--- src/rtl/alu_pkg.sv ---
`default_nettype none
// ============================================================================
// Module  : alu_pkg
// Brief   : Shared ALU opcode constants, datapath width and scheduler states.
// Revision: 1.0
// ============================================================================
package alu_pkg;

  localparam int WIDTH = 32;

  localparam logic [2:0] SLA  = 3'b000;
  localparam logic [2:0] SRA  = 3'b001;
  localparam logic [2:0] ADD  = 3'b010;
  localparam logic [2:0] SUB  = 3'b011;
  localparam logic [2:0] MUL  = 3'b100;
  localparam logic [2:0] ANDD = 3'b101;
  localparam logic [2:0] ORD  = 3'b110;
  localparam logic [2:0] NOTD = 3'b111;

  typedef enum logic [1:0] {
    IDLE = 2'd0,
    EXEC = 2'd1,
    WAIT = 2'd2,
    RESP = 2'd3
  } state_e;

endpackage
`default_nettype wire

--- src/rtl/alu.sv ---
`default_nettype none
// ============================================================================
// Module  : alu
// Brief   : Combinational ALU; status d = {carry/borrow, negative, zero}.
// Revision: 1.0
// ============================================================================
module alu #(
  parameter int WIDTH = 32
) (
  input  logic [WIDTH-1:0] a,
  input  logic [WIDTH-1:0] b,
  input  logic [2:0]       opcode,
  output logic [WIDTH-1:0] c,
  output logic [2:0]       d
);
  import alu_pkg::*;

  localparam int SHW = $clog2(WIDTH);

  logic [WIDTH:0] w_sum;

  always_comb begin
    w_sum = '0;
    c     = '0;
    case (opcode)
      SLA:  c = a << b[SHW-1:0];
      SRA:  c = $signed(a) >>> b[SHW-1:0];
      ADD:  begin
        w_sum = {1'b0, a} + {1'b0, b};
        c     = w_sum[WIDTH-1:0];
      end
      SUB:  begin
        w_sum = {1'b0, a} - {1'b0, b};
        c     = w_sum[WIDTH-1:0];
      end
      MUL:  c = a * b;
      ANDD: c = a & b;
      ORD:  c = a | b;
      NOTD: c = ~a;
    endcase
  end

  assign d = {w_sum[WIDTH], c[WIDTH-1], (c == '0)};

endmodule
`default_nettype wire

--- src/rtl/alu_sched.sv ---
`default_nettype none
// ============================================================================
// Module  : alu_sched
// Brief   : Round-robin two-requester sequencer around one shared alu.
//           Define ALU_SCHED_MULWAIT_EN to hold mul operands MUL_WAIT cycles.
// Revision: 1.0
// ============================================================================
module alu_sched #(
  parameter int WIDTH    = 32,
  parameter int MUL_WAIT = 2
) (
  input  logic             clk,
  input  logic             rst,
  input  logic             req0_valid,
  output logic             req0_ready,
  input  logic [WIDTH-1:0] req0_a,
  input  logic [WIDTH-1:0] req0_b,
  input  logic [2:0]       req0_op,
  input  logic             req1_valid,
  output logic             req1_ready,
  input  logic [WIDTH-1:0] req1_a,
  input  logic [WIDTH-1:0] req1_b,
  input  logic [2:0]       req1_op,
  output logic             rsp_valid,
  input  logic             rsp_ready,
  output logic             rsp_id,
  output logic [WIDTH-1:0] rsp_c,
  output logic [2:0]       rsp_d
);
  import alu_pkg::*;

  if (MUL_WAIT < 1 || MUL_WAIT > 15) begin : g_mul_wait_range
    $error("alu_sched: MUL_WAIT must be within 1..15");
  end

  state_e           state_q, state_d;
  logic             last_grant_q, last_grant_d;
  logic [WIDTH-1:0] a_q, a_d, b_q, b_d;
  logic [2:0]       op_q, op_d;
  logic             id_q, id_d;
  logic             rsp_id_q, rsp_id_d;
  logic [WIDTH-1:0] rsp_c_q, rsp_c_d;
  logic [2:0]       rsp_d_q, rsp_d_d;
`ifdef ALU_SCHED_MULWAIT_EN
  logic [3:0]       cnt_q, cnt_d;
`endif

  logic             w_gnt0, w_gnt1, w_capture;
  logic [WIDTH-1:0] w_alu_c;
  logic [2:0]       w_alu_d;

  // last_grant_q=1 means req1 was served last, so req0 wins a tie.
  assign w_gnt0 = req0_valid & (~req1_valid |  last_grant_q);
  assign w_gnt1 = req1_valid & (~req0_valid | ~last_grant_q);

  alu #(.WIDTH(WIDTH)) u_alu (
    .a      (a_q),
    .b      (b_q),
    .opcode (op_q),
    .c      (w_alu_c),
    .d      (w_alu_d)
  );

  always_comb begin
    state_d      = state_q;
    last_grant_d = last_grant_q;
    a_d          = a_q;
    b_d          = b_q;
    op_d         = op_q;
    id_d         = id_q;
    rsp_id_d     = rsp_id_q;
    rsp_c_d      = rsp_c_q;
    rsp_d_d      = rsp_d_q;
`ifdef ALU_SCHED_MULWAIT_EN
    cnt_d        = cnt_q;
`endif
    w_capture    = 1'b0;
    req0_ready   = 1'b0;
    req1_ready   = 1'b0;
    case (state_q)
      IDLE: begin
        if (!rst && (w_gnt0 || w_gnt1)) begin
          req0_ready   = w_gnt0;
          req1_ready   = w_gnt1;
          a_d          = w_gnt1 ? req1_a  : req0_a;
          b_d          = w_gnt1 ? req1_b  : req0_b;
          op_d         = w_gnt1 ? req1_op : req0_op;
          id_d         = w_gnt1;
          last_grant_d = w_gnt1;
          state_d      = EXEC;
        end
      end
      EXEC: begin
        w_capture = 1'b1;
`ifdef ALU_SCHED_MULWAIT_EN
        if (op_q == MUL) begin
          w_capture = 1'b0;
          cnt_d     = 4'(MUL_WAIT);
          state_d   = WAIT;
        end
`endif
      end
`ifdef ALU_SCHED_MULWAIT_EN
      WAIT: begin
        cnt_d = cnt_q - 4'd1;
        if (cnt_q == 4'd1) w_capture = 1'b1;
      end
`endif
      RESP: begin
        if (rsp_ready) state_d = IDLE;
      end
      default: state_d = IDLE;
    endcase
    if (w_capture) begin
      rsp_id_d = id_q;
      rsp_c_d  = w_alu_c;
      rsp_d_d  = w_alu_d;
      state_d  = RESP;
    end
  end

  always_ff @(posedge clk) begin
    if (rst) begin
      state_q      <= IDLE;
      last_grant_q <= 1'b1;
      a_q          <= '0;
      b_q          <= '0;
      op_q         <= '0;
      id_q         <= 1'b0;
      rsp_id_q     <= 1'b0;
      rsp_c_q      <= '0;
      rsp_d_q      <= '0;
`ifdef ALU_SCHED_MULWAIT_EN
      cnt_q        <= '0;
`endif
    end else begin
      state_q      <= state_d;
      last_grant_q <= last_grant_d;
      a_q          <= a_d;
      b_q          <= b_d;
      op_q         <= op_d;
      id_q         <= id_d;
      rsp_id_q     <= rsp_id_d;
      rsp_c_q      <= rsp_c_d;
      rsp_d_q      <= rsp_d_d;
`ifdef ALU_SCHED_MULWAIT_EN
      cnt_q        <= cnt_d;
`endif
    end
  end

  assign rsp_valid = (state_q == RESP);
  assign rsp_id    = rsp_id_q;
  assign rsp_c     = rsp_c_q;
  assign rsp_d     = rsp_d_q;

endmodule
`default_nettype wire
--- config.mk ---
export PLATFORM = sky130hd
export DESIGN_NAME = alu_sched
export DESIGN_NICKNAME = d
export VERILOG_FILES = /design/src/rtl/alu_pkg.sv /design/src/rtl/alu.sv /design/src/rtl/alu_sched.sv
export SDC_FILE = /design/constraint.sdc
export NUM_CORES = 2
export LEC_CHECK = 0
export ABC_AREA = 1
export BUFFER_PORTS_ARGS = -buffer_cell sky130_fd_sc_hd__buf_2
export CORE_AREA = 3 3 326 328
export CTS_CLUSTER_SIZE = 20
export DETAILED_ROUTE_END_ITERATION = 16
export DIE_AREA = 0 0 329 331
export SYNTH_ARGS = -nofsm -noshare
export SYNTH_HDL_FRONTEND = slang
export SYNTH_HIERARCHICAL = 1
export SYNTH_SLANG_ARGS = --single-unit
--- constraint.sdc ---
create_clock -name clk -period 11.78 [get_ports clk]
set_clock_uncertainty 0.05 [all_clocks]
set_input_delay 1.178 -clock clk [delete_from_list [all_inputs] [get_ports clk]]
set_output_delay 1.178 -clock clk [all_outputs]
set_load 0.03 [all_outputs]
After elaboration in Yosys (flattened, before gate mapping)
Index checks and enable logic that the tools add are counted.
{"block": "totals", "ff_bits": 107, "latch_bits": 0, "mem_bits_rw": 0, "mem_bits_ro": 0, "inputBits": 139, "output_inout_bits": 39, "elab_cells": 58, "mem_count": 0}
{"block": "op_classes", "n_addsub": 2, "mul": 1, "div": 0, "n_lt_le_gt_ge": 0, "eq_ne": 12, "n_shift": 2, "mux": 14, "bitwise_logic": 10, "reduce_logical": 8}
{"operator": "$pmux W32 S8", "count": 1}
{"operator": "$pmux W33 S2", "count": 1}
{"operator": "$mux W32", "count": 2}
{"operator": "$add A32 B32 Y33", "count": 1}
{"operator": "$sub A32 B32 Y33", "count": 1}
{"operator": "$and A32 B32 Y32", "count": 1}
{"operator": "$logic_not A32 Y1", "count": 1}
{"operator": "$mul A32 B32 Y32", "count": 1}
{"operator": "$not A32 Y32", "count": 1}
{"operator": "$or A32 B32 Y32", "count": 1}
{"operator": "$shl A32 B5 Y32", "count": 1}
{"operator": "$sshr A32 B5 Y32", "count": 1}
{"operator": "$eq A3 B3 Y1 const B", "count": 4}
{"operator": "$eq A3 B2 Y1 const B", "count": 2}
{"operator": "$mux W2", "count": 3}
{"operator": "$pmux W2 S3", "count": 1}
{"operator": "$mux W1", "count": 5}
{"operator": "$eq A3 B1 Y1 const B", "count": 1}
{"operator": "$logic_not A3 Y1", "count": 1}
{"operator": "$mux W3", "count": 1}
{"operator": "$ne A3 B1 Y1 const B", "count": 1}
{"operator": "$ne A3 B3 Y1 const B", "count": 1}
{"operator": "$not A1 Y1", "count": 3}
{"operator": "$reduce_and A3 Y1", "count": 1}
{"operator": "10 further kinds", "count": 12}

Longest topological paths before layout
{"block": "depth", "word_depth": 8, "depth_mapped": 44}

Hierarchy
Netlist, hierarchy kept.
{"module": "alu", "n_inst": 1, "cells_per_inst": 4216, "area_each_um2": 26326.5, "seq_area_each_um2": 0.0}
{"module": "alu_sched", "n_inst": 1, "cells_per_inst": 707, "area_each_um2": 4611.9, "seq_area_each_um2": 2142.1}

Worst setup path after synthesis
Ideal clock, no wire load.
{"block": "synth_timing", "path_kind": "flip-flop to flip-flop", "start": "reg b_q[2]", "end": "reg rsp_d_q[0] (netlist: rsp_d[0])", "arrival_time_ps": 7501, "required_time_ps": 11665, "path_slack_ps": 4164, "stages_incl_launch_ff": 37, "synth_period_minus_slack_ps": 7616, "cell_sequence": "dfxtp_1 > buf_2 > buf_2 > buf_1 > clkbuf_1 > buf_1 > nand2_1 > fa_1 > inv_1 > fa_1 > inv_1 > fa_1 > inv_1 > fa_1 > fa_1 > inv_1 > fa_1 > inv_1 > fa_1 > fa_1 > ha_1 > inv_1 > nor3_1 > nand2_1 > nor4_1 > nand2_1 > nand2_1 > nand2_1 > nand3_1 > nand3_1 > nor2_1 > nand2_1 > nor2_1 > nand4_1 > nor2_1 > nor2_1 > nor2_1"}
{"block": "synth_via", "elab_chain_cells": 3, "elab_cells_between_ends": 9, "classes_between": "add/sub (2); mul (1); shift (2); mux (1); bitwise (2); reduce/logical (1)"}
{"item": "start: declaration", "line": "alu_sched.sv:38", "rtl": "logic [WIDTH-1:0] a_q, a_d, b_q, b_d;"}
{"item": "start signal: assignment", "line": "alu_sched.sv:127", "rtl": "b_q <= '0;"}
{"item": "start signal: assignment", "line": "alu_sched.sv:140", "rtl": "b_q <= b_d;"}
{"item": "$mul A32 B32 Y32, or another cell as far along", "line": "alu.sv:36", "rtl": "MUL: c = a * b;"}
{"item": "$pmux W32 S8 (*)", "line": "alu.sv:25", "rtl": "case (opcode)"}
{"item": "net w_alu_c[30]", "line": "alu_sched.sv:49", "rtl": "logic [WIDTH-1:0] w_alu_c;"}
{"item": "$logic_not A32 Y1 (*)", "line": "alu.sv:43", "rtl": "assign d = {w_sum[WIDTH], c[WIDTH-1], (c == '0)};"}
{"item": "net w_alu_d[0]", "line": "alu_sched.sv:50", "rtl": "logic [2:0] w_alu_d;"}
{"item": "end signal: assignment", "line": "alu_sched.sv:145", "rtl": "rsp_d_q <= rsp_d_d;"}
{"item": "end: declaration", "line": "alu_sched.sv:43", "rtl": "logic [2:0] rsp_d_q, rsp_d_d;"}
Mark *: on every way through the listed nets, which the timed path passes. The rest lies on a longest branch.
A chain may end at the register's enable or synchronous reset.

Final worst setup path
{"block": "layout_timing", "start": "reg a_q[11]", "end": "reg rsp_d_q[0] (netlist: rsp_d[0])"}
{"block": "layout_via", "elab_chain_cells": 3, "elab_cells_between_ends": 10, "classes_between": "add/sub (2); mul (1); shift (2); mux (1); bitwise (3); reduce/logical (1)"}
{"item": "start: declaration", "line": "alu_sched.sv:38"}
{"item": "start signal: assignment", "line": "alu_sched.sv:126", "rtl": "a_q <= '0;"}
{"item": "start signal: assignment", "line": "alu_sched.sv:139", "rtl": "a_q <= a_d;"}
{"item": "$mul A32 B32 Y32, or another cell as far along", "line": "alu.sv:36"}
{"item": "$pmux W32 S8 (*)", "line": "alu.sv:25"}
{"item": "$logic_not A32 Y1 (*)", "line": "alu.sv:43"}
{"item": "net w_alu_d[0]", "line": "alu_sched.sv:50"}
Marks and branches as above.

==> run summary <==
dpl hpwl - 112700 um
crit-path leading delay family - adder cells
Synth top area share - 0.2653
gr busiest metal - met2
clock buffer depth - 2
post-synthesis instance total - 4923
Worst Tran Pin Value - 1.273 ns
Die Ht - 331 um
vias - 32080
final core occ - 0.3218
Final Hold Vio Count - 0
post-synth cell types - 55
worst r2r src - a_q[11]
most common cell in the netlist - nand2_1
GR Util met1 - 0.3180
Critical Path End Type - flip-flop
CTS tree - yes
synthesized flop and latch total - 107
routability cong. - 1.084
relative slew slack - 0.1500
drt total wl - 137300 um
Startpoint Class - flip-flop
GRT overflow - 0
routing usage on met2 - 0.4190
slowest stage cell, crit path - dfxtp_1
Crit path top cell by count - fa_1
Final min period - 8.723 ns
CTS root buf - clkbuf_16
# rows - 118
Layout area overhead - 7.643%
M3 GR Usage - 0.03050
setup TNS - 0 ns
Setup Buffers After CTS - 0
Clock Latency Late Sink - 0.42 ns
synthesized area per cell - 6.284 um^2
All-Layer GR Usage - 0.2502
ys async rst share - 0
Fillers - 11550
Post-DP Area - 33020 um^2
Ys Warns - 6
Layout Nets - 5710
Num CTS Buffers - 9
R2R depth - 29
drt first-iter violations - 3097
Post-synth top flop - dfxtp_1
final slew viol count - 0
Finished Layout Cells - 6325
io pins - 178
hold buffers post-CTS - 0
WP data arrival - 9.01 ns
Placed Cells - 6310
min-delay src - last_grant_q
final instance area - 33300 um^2
Critical Path RT - 12.07 ns
share of layout cells above drive strength 1 - 0.06633
crit path kind - flip-flop to flip-flop
EDFF count, synth - 0
First-pass DRT Iterations - 6
clock-pin slew on the worst setup and hold paths - 0.09 ns
max cap viols - 0
Critical Path Max Stage Delay - 1.06 ns
Leakage - 19.78 nW
chip width - 329 um
Peak supply drop - 0.08155 mV
Setup WS post-layout - 3.057 ns
DR DRC count - 0
PwrDens - 115.2 nW/um^2
worst hold path class - flip-flop to flip-flop
CORE AREA - 103500 um^2
end of the worst hold path - last_grant_q
H-tree Lvls - 3
Worst R2R End - rsp_d[0]
commonest cells in the netlist - nand2_1 (1511), inv_1 (1058), fa_1 (410), nor2_1 (324), nand3_1 (290)
Finish-stage setup viols - 0
vias per inst - 5.072
Inserted Diodes - 0
IO Port Bufs - 177
Yosys top cell by area - fa_1
global-route wire length before repair - 203100 um
RSZ-0062 raised after global routing - no
Synthesized Nets - 5692
worst hold stages - 2
dpl ws - 3.274 ns
initial antenna violation count - 2
Crit Path Max Fanout - 14
max frequency - 0.1146 GHz
reg2reg setup slack - 3.06 ns
die area - 108900 um^2
largest net degree at the start of global routing - 69
Seq/Total Area, Yosys - 0.06924
Initial Util - 0.2989
vias in the first global route - 31850
TritonCTS sink count - 107
Wirelength per Cell - 21.70 um
top cells by area, synth - fa_1 (27%), nand2_1 (18%), inv_1 (13%)
count of cells resized by post-cts repair - 0
Synth Cell Area - 30940 um^2
Final period util - 0.7405
outcome - finished, final reports clean
CP bufs+invs - 4
Routed Antenna Nets - 0
## cell usage in the layout, fill, tap and decap left out, types with 8 or more instances in the layout
cell type / n
a21oi_1: 199
a21oi_2: 8
a221oi_1: 8
buf_2: 177
buf_4: 77
clkbuf_16: 9
dfxtp_1: 101
fa_1: 410
ha_1: 220
inv_1: 1058
inv_2: 11
mux2i_1: 10
nand2_1: 1511
nand2_2: 8
nand3_1: 290
nand3b_1: 17
nand4_1: 37
nor2_1: 321
nor3_1: 25
o211ai_1: 28
o21ai_0: 217
o21ai_1: 51
o21bai_1: 21
o221ai_1: 8
o22ai_1: 21
## per-stage QoR
step	hold WS (ns)	total power, W
3_3_place_gp	0.3986	0.003442
6_report	0.4211	0.003836
2_1_floorplan	0.3787	0.002354
4_1_cts	0.4244	0.003786
5_1_grt	0.4430	0.004109
3_5_place_dp	0.4039	0.003419
## routing by layer
layer / part of all wire / wire length, um / vias to the layer above
met5: 0.000095 / 13 / -
met4: 0.059 / 8073 / 2
met3: 0.073 / 9979 / 308
met2: 0.47 / 63940 / 1356
met1: 0.40 / 55270 / 15540
li1: - / - / 14880
## how the worst max path moves through the flow
| stage | from | end | slack [ns] | cells after the start |
|---|---|---|---|---|
| finish | a_q[11] | rsp_d[0] | 3.06 | 29 |
| global route | a_q[11] | rsp_d[0] | 2.87 | 29 |
| CTS | a_q[11] | rsp_d[0] | 3.22 | 29 |
| detailed placement | a_q[11] | rsp_d[0] | 3.27 | 29 |
| global placement | a_q[11] | rsp_d[0] | 3.26 | 29 |
| floorplan | b_q[2] | rsp_d[0] | 4.16 | 36 |
## flip-flops by register name, indices dropped and copies added, names as in the netlist
name	flops
a_q	32
b_q	32
id_q	1
last_grant_q	1
op_q	3
rsp_c	32
rsp_d	3
rsp_id	1
state_q	2
## cell families after synthesis
| kind of cell | Yosys count | share of synthesized area |
|---|---|---|
| multiplexers | 10 | 0.003235 |
| buffers and inverters | 1321 | 0.1671 |
| AND/OR/NAND/NOR | 2237 | 0.2926 |
| AO/OA/AOI/OAI | 608 | 0.1108 |
| flip-flops | 107 | 0.06924 |
| XOR/XNOR | 10 | 0.002831 |
| adder cells (fa/ha/maj) | 630 | 0.3543 |
## layout make-up
cell class / instances / area, um^2 / area share
multi-input combinational: 3495 / 23650 / 0.7101
inverter: 1074 / 4033 / 0.1211
sequential: 107 / 2150 / 0.06455
tap: 1380 / 1727 / 0.05185
timing repair buffer: 254 / 1464 / 0.04396
clock buffer: 9 / 225.2 / 0.006763
clock inverter: 6 / 56.30 / 0.001691
## power breakdown
group / internal, W / total (W) / switching [W]
combinational: 0.000879 / 0.00294 / 0.00206
clock: 0.000148 / 0.000339 / 0.000191
sequential: 0.000419 / 0.000554 / 0.000135
## worst min-delay path, delay by kind of cell, from the launching register on
kind             cells  cell delay (ns)
AND/OR/NAND/NOR      2             0.10
flip-flops           1             0.34
Power figures use the tool's default switching activity.
